File: config.mk
export PLATFORM = sky130hd
export DESIGN_NAME = redmule_w_load_sched
export DESIGN_NICKNAME = d
export VERILOG_FILES = /design/src/rtl/redmule_w_load_sched.sv
export SDC_FILE = /design/constraint.sdc
export NUM_CORES = 1
export LEC_CHECK = 0
export CORE_MARGIN = 5
export CORE_UTILIZATION = 45
export CTS_BUF_LIST = sky130_fd_sc_hd__clkbuf_16
export DETAILED_ROUTE_END_ITERATION = 12
export GPL_ROUTABILITY_DRIVEN = 0
export PLACE_DENSITY = 0.67
export SLEW_MARGIN = 20
export SYNTH_ARGS = -nofsm -noshare
export SYNTH_HDL_FRONTEND = slang
export SYNTH_SLANG_ARGS = --single-unit
File: constraint.sdc
create_clock -name clk_i -period 7.4 [get_ports clk_i]
set_clock_uncertainty 0.05 [all_clocks]
set_input_delay 1.48 -clock clk_i [delete_from_list [all_inputs] [get_ports clk_i]]
set_output_delay 1.48 -clock clk_i [all_outputs]
set_load 0.05 [all_outputs]
File: src/rtl/redmule_w_load_sched.sv
// W-row load scheduler: issues one address request per W row, repeated once per Z tile,
// rotating the column-tile base each pass; throttled by buffer credits and an outstanding limit.
module redmule_w_load_sched #(
  parameter int unsigned Height         = 4,
  parameter int unsigned MaxOutstanding = 2
) (
  input  logic        clk_i,
  input  logic        rst_ni,
  input  logic        clear_i,
  input  logic        start_i,
  input  logic [15:0] w_rows_iter_i,
  input  logic [15:0] tot_passes_i,
  input  logic [15:0] n_col_tiles_i,
  input  logic [31:0] w_base_addr_i,
  input  logic [31:0] w_row_stride_i,
  input  logic [31:0] w_col_offset_i,
  output logic        req_valid_o,
  input  logic        req_ready_i,
  output logic [31:0] req_addr_o,
  input  logic        row_done_i,
  input  logic        w_consumed_i,
  output logic        w_loaded_o,
  output logic        last_row_o,
  output logic        busy_o,
  output logic        done_o,
  output logic        err_o
);

  localparam int unsigned CredW = $clog2(Height + 1);
  localparam int unsigned OutW  = $clog2(MaxOutstanding + 1);
  localparam int unsigned PtrW  = (MaxOutstanding > 1) ? $clog2(MaxOutstanding) : 1;

  typedef enum logic [1:0] {IDLE, LOAD, DRAIN, DONE} state_e;

  state_e            state_q, state_d;
  logic [15:0]       rows_q, passes_q, ncol_q;
  logic [31:0]       base_q, stride_q, offset_q;
  logic [15:0]       row_q, pass_q, col_q;
  logic [CredW-1:0]  credits_q;
  logic [OutW-1:0]   outst_q;
  logic [31:0]       row_addr_q, col_base_q;
  logic [MaxOutstanding-1:0] last_fifo_q;
  logic [PtrW-1:0]   wr_ptr_q, rd_ptr_q;
  logic              w_loaded_q, last_row_q, err_q;

  logic        start_ok, cfg_zero, hs, row_end, last_req, col_wrap;
  logic        done_ok, spurious_done, cred_sat, pop_tag;
  logic [31:0] next_col_base;

  function automatic logic [PtrW-1:0] ptr_inc(input logic [PtrW-1:0] p);
    return (p == PtrW'(MaxOutstanding - 1)) ? '0 : p + PtrW'(1);
  endfunction

  assign start_ok      = start_i && (state_q == IDLE);
  assign cfg_zero      = (w_rows_iter_i == '0) || (tot_passes_i == '0) || (n_col_tiles_i == '0);
  assign hs            = req_valid_o && req_ready_i;
  assign row_end       = (row_q == rows_q - 16'd1);
  assign last_req      = row_end && (pass_q == passes_q - 16'd1);
  assign col_wrap      = (col_q == ncol_q - 16'd1);
  assign next_col_base = col_wrap ? base_q : col_base_q + offset_q;
  // A completion with nothing outstanding is only legal if it pairs with a same-cycle issue.
  assign done_ok       = row_done_i && ((outst_q != '0) || hs);
  assign spurious_done = row_done_i && !done_ok;
  assign cred_sat      = w_consumed_i && !hs && (credits_q == CredW'(Height));
  assign pop_tag       = (outst_q != '0) ? last_fifo_q[rd_ptr_q] : row_end;

  always_ff @(posedge clk_i) begin
    if (!rst_ni || clear_i) state_q <= IDLE;
    else                    state_q <= state_d;
  end

  always_comb begin
    state_d = state_q;
    unique case (state_q)
      IDLE:    if (start_i) state_d = cfg_zero ? DONE : LOAD;
      LOAD:    if (hs && last_req) state_d = DRAIN;
      DRAIN:   if (outst_q == '0) state_d = DONE;
      DONE:    state_d = IDLE;
      default: state_d = IDLE;
    endcase
  end

  always_comb begin
    req_valid_o = (state_q == LOAD) && (credits_q != '0) && (outst_q < OutW'(MaxOutstanding));
    busy_o      = (state_q != IDLE);
    done_o      = (state_q == DONE);
  end

  assign req_addr_o = row_addr_q;
  assign w_loaded_o = w_loaded_q;
  assign last_row_o = last_row_q;
  assign err_o      = err_q;

  // Configuration and tag storage carry no reset; they are rewritten before use.
  always_ff @(posedge clk_i) begin
    if (start_ok) begin
      rows_q   <= w_rows_iter_i;
      passes_q <= tot_passes_i;
      ncol_q   <= n_col_tiles_i;
      base_q   <= w_base_addr_i;
      stride_q <= w_row_stride_i;
      offset_q <= w_col_offset_i;
    end
    if (hs) last_fifo_q[wr_ptr_q] <= row_end;
  end

  always_ff @(posedge clk_i) begin
    if (!rst_ni || clear_i) begin
      row_q      <= '0;
      pass_q     <= '0;
      col_q      <= '0;
      credits_q  <= '0;
      outst_q    <= '0;
      row_addr_q <= '0;
      col_base_q <= '0;
      wr_ptr_q   <= '0;
      rd_ptr_q   <= '0;
      w_loaded_q <= 1'b0;
      last_row_q <= 1'b0;
      err_q      <= 1'b0;
    end else begin
      w_loaded_q <= done_ok;
      last_row_q <= done_ok && pop_tag;
      err_q      <= start_ok ? 1'b0 : (err_q | spurious_done | cred_sat);
      if (start_ok) begin
        row_q      <= '0;
        pass_q     <= '0;
        col_q      <= '0;
        credits_q  <= CredW'(Height);
        outst_q    <= '0;
        row_addr_q <= w_base_addr_i;
        col_base_q <= w_base_addr_i;
        wr_ptr_q   <= '0;
        rd_ptr_q   <= '0;
      end else begin
        if (hs && !w_consumed_i)
          credits_q <= credits_q - CredW'(1);
        else if (!hs && w_consumed_i && (credits_q != CredW'(Height)))
          credits_q <= credits_q + CredW'(1);

        if (hs && !done_ok)      outst_q <= outst_q + OutW'(1);
        else if (!hs && done_ok) outst_q <= outst_q - OutW'(1);

        // Column base advances by addition only; a pass boundary jumps to it.
        if (hs) begin
          wr_ptr_q <= ptr_inc(wr_ptr_q);
          if (row_end) begin
            row_q      <= '0;
            pass_q     <= pass_q + 16'd1;
            col_q      <= col_wrap ? 16'd0 : col_q + 16'd1;
            col_base_q <= next_col_base;
            row_addr_q <= next_col_base;
          end else begin
            row_q      <= row_q + 16'd1;
            row_addr_q <= row_addr_q + stride_q;
          end
        end
        if (done_ok) rd_ptr_q <= ptr_inc(rd_ptr_q);
      end
    end
  end

endmodule

# --- Yosys cells after proc, flatten, opt, wreduce, memory -nomap -nowiden ---
# Index checks and enable logic that the tools add are counted.
word_totals:
  ff_bits: 270
  in_bits: 151
  output_inout_bits: 38
  word_cells: 120
classes:
  add_sub_neg: 14
  magnitude_cmp: 4
  n_eq_ne: 11
  n_mux: 27
  n_bitwise: 2
  reduce_logical: 41
op_table:
  columns: ["operator", "n"]
  rows:
  - ["$mux W32", 7]
  - ["$add A32 B32 Y32", 2]
  - ["$add A16 B1 Y16 const B", 3]
  - ["$eq A16 B16 Y1", 3]
  - ["$logic_not A16 Y1", 3]
  - ["$sub A16 B1 Y16 const B", 3]
  - ["$mux W16", 2]
  - ["$logic_and A1 B1 Y1", 16]
  - ["$mux W2", 6]
  - ["$reduce_bool A2 Y1", 6]
  - ["$mux W3", 3]
  - ["$pmux W2 S4", 1]
  - ["$mux W1", 6]
  - ["$ne A2 B2 Y1 const B", 3]
  - ["$reduce_bool A3 Y1", 2]
  - ["$eq A2 B2 Y1 const B", 2]
  - ["$logic_not A1 Y1", 4]
  - ["$logic_not A2 Y1", 2]
  - ["$logic_or A1 B1 Y1", 4]
  - ["$lt A1 B2 Y1 const B", 2]
  - ["$reduce_and A2 Y1", 2]
  - ["$add A3 B1 Y3 const B", 1]
  - ["$eq A3 B3 Y1 const B", 1]
  - ["$ne A3 B3 Y1 const B", 1]
  - ["other kinds (12)", 14]

# --- Longest topological paths before layout ---
# Gate-level depths: netlist of run 1.
depth:
  ltp_word: 10
  depth_mapped: 14
  mapped_depth_nobuf: 13

# --- Worst setup path before layout of run 1 ---
# OpenSTA, ideal clock, no wires.
synth_path:
  kind: "input-to-reg"
  from: "input start_i"
  to: "register base_q[0], enable pin"
  setup_ps: 564
  arrival_time_ps: 6332
  required_time_ps: 6786
  setup_slack_ps: 454
  stages: 5
  path_buffers: 3
  cell_sequence: "nand2_1 > inv_1 > clkbuf_1 > clkbuf_1 > buf_1"
synth_between:
  elab_chain_cells: 1
synth_rtl:
  columns: ["item", "line", "source"]
  rows:
  - ["start: declaration", "10", "input logic start_i,"]
  - ["$logic_and A1 B1 Y1", "54", "assign start_ok = start_i && (state_q == IDLE);"]
  - ["via start_ok", "46", "logic start_ok, cfg_zero, hs, row_end, last_req, col_wrap;"]
  - ["end signal: assignment", "100", "base_q <= w_base_addr_i;"]
  - ["end: declaration", "37", "logic [31:0] base_q, stride_q, offset_q;"]
# The timed path passes the listed nets, and every way through them passes these cells.
# A chain may end at the register's enable or synchronous reset.

# --- Final worst setup path of run 1 ---
layout_path:
  from: "register state_q[1]"
  to: "output req_valid_o"
layout_between:
  elab_chain_cells: 3
layout_rtl:
  columns: ["item", "line", "source"]
  rows:
  - ["start: declaration", "35", "state_e state_q, state_d;"]
  - ["start signal: assignment", "69", "else state_q <= state_d;"]
  - ["$eq A2 B1 Y1", "84", "req_valid_o = (state_q == LOAD) && (credits_q != '0) && (outst_q < OutW'(MaxOutstanding));"]
  - ["$logic_and A1 B1 Y1 (2 in a row)", "84", null]
  - ["end: declaration", "17", "output logic req_valid_o,"]
# Every way passes these cells.

==> impl_metrics.json, run 1 <==
{
  "status": "finished clean",
  "die_h_um": 198,
  "crit_buf_inv": 2,
  "fin_crit_ns": 4.10,
  "viasPerCell": 5.86,
  "ioPinCount": 189,
  "cp-start-kind": "register",
  "final_layout_size_suffix_gt1_share_pct": 4.36,
  "synth-async-reset-ratio_pct": 0,
  "cts_tree": "yes",
  "holdCritPathClass": "register to register",
  "register_area_um2": 6870,
  "firstDrtPassIters": 6,
  "area_growth_pct": 21.5,
  "relSlewSlack_pct": 22.4,
  "crit_required_ns": 5.87,
  "critical_path_arrival_ns": 2.57,
  "path_max_fanout": 4,
  "pre_cts_ws_ns": 3.12,
  "p_per_area_nw_per_um2": 211,
  "final_common_cell": "clkdlybuf4s50_1",
  "ys_ff_latch": 270,
  "initial_core_util_pct": 45.7,
  "syn_nets": 1924,
  "final_nets": 2082,
  "cp_top_family": "buffers and inverters",
  "synth_ff_type": "edfxtp_1",
  "layout_common_cells": "clkdlybuf4s50_1, nor2_1, edfxtp_1",
  "overflow": 0,
  "finalCritPeriodShare_pct": 55.5,
  "n_antenna_cell": 0,
  "wirelength_um": 44600,
  "wl_per_cell_um": 19.1,
  "cts-resized-gates": 0,
  "multiInputGateArea_um2": 8500,
  "rsz0062_at_grt": "no",
  "synth_compound_area_share_pct": 17.2,
  "synth_top_family_by_area": "simple AND/OR/NAND/NOR gates",
  "fillers": 3026,
  "grt_start_max_net_pins": 86,
  "clk_path_buf_depth": 3,
  "fin_ws_ns": 3.30,
  "first_global_vias": 13000,
  "setup_violations": 0,
  "ys_seq_area_share_pct": 43.4,
  "postCtsSetupBuffers": 0,
  "die_w_um": 198,
  "clkTransAtPathRegs_ns": 0.06,
  "path_cells": "inv_1 -> ha_1 -> nor3b_1 -> clkdlybuf4s50_1",
  "synth_cell_types": 80,
  "p_leak_nw": 6.95,
  "drt_iter0_drc": 1294,
  "htreeDepth": 1,
  "ir_drop_mv": 0.193,
  "detailroute.via_count": 13700,
  "port_buffers": 188,
  "cpPeakStageDelay_ns": 0.95,
  "yosys.area_share.simple_pct": 19.9,
  "synth_edf_count": 146,
  "drc": 0,
  "dp_hpwl_um": 32600,
  "cts.sinks": 270,
  "die-area_um2": 39000,
  "fp-row-count": 68,
  "core-area_um2": 34600,
  "fmax_mhz": 244,
  "root_buffer": "clkbuf_16",
  "synth_xor_area_share_pct": 8.00,
  "antenna_found_initial": 0,
  "cts_made_buffers": 31,
  "clock_latency_ns": 0.59,
  "yosys_warnings": 0,
  "cts_hold_buf": 0,
  "finalHoldViolCount": 0,
  "crit_type": "register to primary output",
  "syn_inst": 1697,
  "syn_area_um2": 15800,
  "maxCapViolCount": 0,
  "crit_slowest_cell": "clkdlybuf4s50_1",
  "worstMarginPinSlew_ns": 1.16,
  "synth-adder-area-share_pct": 6.15,
  "grtUsageTotal_pct": 21.8,
  "synth_mux_area_share_pct": 2.42,
  "grt_pass1_wl_um": 69600,
  "drv_slew": 0,
  "tns_ns": 0,
  "crit_path_end_kind": "primary output",
  "syn_avg_cell_area_um2": 9.32,
  "ant_nets": 0
}
## worst min-delay path, delay by kind of cell, from the launching register on
kind / cells / cell delay, ns
AOI/OAI and AO/OA: 1 / 0.07
DFF: 1 / 0.31
and+or+nand+nor: 1 / 0.06
## layout make-up
type | instances | share of cell area [%]
multi-input combinational | 1312 | 44.2
sequential | 270 | 35.7
timing repair buffer | 200 | 10.3
clock buffer | 34 | 4.43
tap | 455 | 2.96
clock inverter | 24 | 1.58
inverter | 40 | 0.820
## per-layer routing
metal  GRT usage (%)  vias up  wire (um)
met4            5.33        0        965
met3            3.45       67       2820
met5               0        -          0
li1                -     6634          -
met1            30.3     6484      20100
met2            35.9      500      20700
## sequential cells by signal (all words and copies together) (netlist names)
signal,flops
req_addr_o,32
row_q,16
ncol_q,16
state_q,2
col_base_q,32
rd_ptr_q,1
rows_q,16
col_q,16
pass_q,16
err_o,1
credits_q,3
base_q,32
outst_q,2
stride_q,32
last_row_o,1
passes_q,16
offset_q,32
wr_ptr_q,1
last_fifo_q,2
w_loaded_o,1
## through the flow
stage                     area, um^2  cells  hold slack (ns)  utilization (%)  power, mW
after floorplan                15800   1697            0.394                -       2.14
final                          19200   2335            0.443             55.5       4.05
after global routing           19200   2335            0.475             55.5       4.20
after global placement         18100   2277            0.422             52.2       2.35
after detailed placement       18100   2277            0.431             52.2       2.36
after CTS                      19200   2335            0.443             55.5       4.07
## where the power goes
group | leakage (nW) | switching [mW] | internal [mW]
Combinational | 3.94 | 0.358 | 0.258
Clock | 0.586 | 0.638 | 1.07
Sequential | 2.42 | 0.0564 | 1.67
## worst paths after layout
check | startpoint | end | slack [ns] | depth (start not counted)
setup / recovery | state_q[1] | req_valid_o | 3.30 | 4
hold / removal | col_base_q[30] | col_base_q[30] | 0.44 | 2
setup reg to reg | rows_q[4] | col_base_q[26] | 3.33 | 10
hold reg to reg | col_base_q[30] | col_base_q[30] | 0.44 | 2
## Yosys cell counts, types with 6 or more instances
library cell  count  area [um^2]
a2111oi_0        10         87.6
a211o_1           7         61.3
a211oi_1         28          210
a21o_1           34          255
a21oi_1         126          631
a31oi_1          19          119
and2_1            9         56.3
and3_1           20          125
and4_1            7         61.3
buf_2            11         55.1
clkbuf_1         55          206
dfxtp_1         124         2480
edfxtp_1        146         4380
ha_1             73          913
inv_1            40          150
mux2i_1          36          360
nand2_1         126          473
nand2b_1         15         93.8
nand3_1          58          290
nand4_1          38          238
nor2_1          172          646
nor2b_1          21          131
nor3_1           61          305
nor4_1           32          200
o211ai_1         13         97.6
o21a_1           14          105
o21ai_0         104          521
o21bai_1          6         45.0
o31ai_1           8         60.1
or2_2             7         43.8
or3_1            23          144
xnor2_1          78          683
xor2_1           64          561
## cells by family (layout without fill, tap and decap cells)
logic type	Yosys count	in the layout
multiplexers	38	38
flip-flops	270	270
adder cells (fa/ha/maj)	76	76
buffers and inverters	115	298
AO/OA/AOI/OAI	431	431
XOR/XNOR	143	143
AND/OR/NAND/NOR	624	624
No activity file was read; power rests on OpenSTA's default activity.
==> run 2: changes to the inputs <==
==> constraint.sdc (replaced) <==
create_clock -name clk_i -period 4.3 [get_ports clk_i]
set_clock_uncertainty 0.05 [all_clocks]
set_input_delay 0.86 -clock clk_i [delete_from_list [all_inputs] [get_ports clk_i]]
set_output_delay 0.86 -clock clk_i [all_outputs]
set_load 0.05 [all_outputs]
==> impl_metrics.json, run 2 (same netlist as run 1, synthesis figures left out) <==
{
  "status": "finished clean",
  "root_buffer": "clkbuf_16",
  "ant_nets": 0,
  "finalHoldViolCount": 0,
  "path_max_fanout": 42,
  "grtUsageTotal_pct": 22.2,
  "die_h_um": 198,
  "post-place-cells": 2289,
  "whs_ns": 0.441,
  "worstMarginPinSlew_ns": 1.01,
  "cts.sinks": 270,
  "crit_type": "register to register",
  "core-area_um2": 34600,
  "holdCritPathClass": "register to register",
  "clk_path_buf_depth": 3,
  "drt_iter0_drc": 1301,
  "detailroute.via_count": 13700,
  "final_layout_size_suffix_gt1_share_pct": 4.96,
  "min-delay-start": "col_base_q[12]",
  "die-area_um2": 39000,
  "dp_hpwl_um": 33200,
  "setup_violations": 0,
  "clock_latency_ns": 0.53,
  "fmax_mhz": 265,
  "maxCapViolCount": 0,
  "cp-start-kind": "register",
  "drc": 0,
  "grt_start_max_net_pins": 90,
  "cts-resized-gates": 0,
  "antenna_found_initial": 0,
  "port_buffers": 188,
  "relSlewSlack_pct": 32.8,
  "postCtsSetupBuffers": 0,
  "crit_start": "ncol_q[0]",
  "fin_util_pct": 55.5,
  "viasPerCell": 5.83,
  "n_antenna_cell": 0,
  "clkTransAtPathRegs_ns": 0.06,
  "finalCritPeriodShare_pct": 87.9,
  "ir_drop_mv": 0.285,
  "firstDrtPassIters": 6,
  "grt_pass1_wl_um": 70400,
  "final_nets": 2097,
  "ioPinCount": 189,
  "cts_tree": "yes",
  "layout_common_cells": "clkdlybuf4s50_1, nor2_1, edfxtp_1",
  "initial_core_util_pct": 45.7,
  "cts_hold_buf": 0,
  "tns_ns": 0,
  "pre_cts_ws_ns": 0.602,
  "timing.rr.start": "ncol_q[0]",
  "crit_path_end_kind": "register",
  "finalNonFillerCells": 2351,
  "cts_made_buffers": 34,
  "crit_required_ns": 4.66,
  "area_growth_pct": 21.6,
  "wl_per_cell_um": 19.0,
  "first_global_vias": 13300,
  "finalInstanceArea_um2": 19200,
  "htreeDepth": 2,
  "die_w_um": 198,
  "placedInstanceArea_um2": 18200,
  "fin_crit_ns": 3.78,
  "p_leak_nw": 6.99,
  "critical_path_arrival_ns": 4.14,
  "final_common_cell": "clkdlybuf4s50_1",
  "fp-row-count": 68,
  "rsz0062_at_grt": "no",
  "power.total_mw": 6.70,
  "overflow": 0,
  "fin_ws_ns": 0.520,
  "drv_slew": 0,
  "p_per_area_nw_per_um2": 348,
  "wirelength_um": 44700
}
## run 2: changes by cell type in the layout (fill, tap and decap cells not counted), sizes merged
cell,change
clkbuf,+4
clkinv,+3
bufinv,-7
buf,+12
inv,+4
## run 2: worst paths after layout
kind         cells after the start              to  slack (ns)
max                             13   col_base_q[2]        0.52
min                              2  col_base_q[12]        0.44
max reg2reg                     13   col_base_q[2]        0.52
min reg2reg                      2  col_base_q[12]        0.44
## run 2: where the power goes
part,switching (mW),internal (mW),total [mW]
combinational,0.613,0.449,1.06
sequential,0.0972,2.87,2.97
clock,1.09,1.58,2.67
total,1.80,4.90,6.70
## run 2: final cells by class
| type | instances | area, um^2 |
|---|---|---|
| clock buffers | 38 | 951 |
| flip-flops and latches | 270 | 6870 |
| clock inverters | 24 | 105 |
| repair buffers | 212 | 2090 |
| well taps | 455 | 569 |
| inverters | 40 | 158 |
| multi-input cells | 1312 | 8500 |
| fillers | 3052 | 15400 |
## run 2: critical path, stage by stage, from the launching register on
cell	delay, ns
edfxtp_1	0.49
inv_1	0.10
ha_1	0.40
nor4b_1	0.41
nand4_1	0.17
xor2_1	0.18
o21ai_0	0.29
nand3_1	0.18
nor4b_4	0.36
buf_12	0.29
mux2i_1	0.32
nor3_1	0.07
a211oi_1	0.25
nor3_1	0.06
## run 2: routing by layer
metal,routed length [um],vias up,global-route usage (%)
li1,-,6671,-
met1,19600,6438,30.3
met2,20800,531,36.8
met3,3250,76,3.55
met4,1060,0,6.45
met5,0,-,0
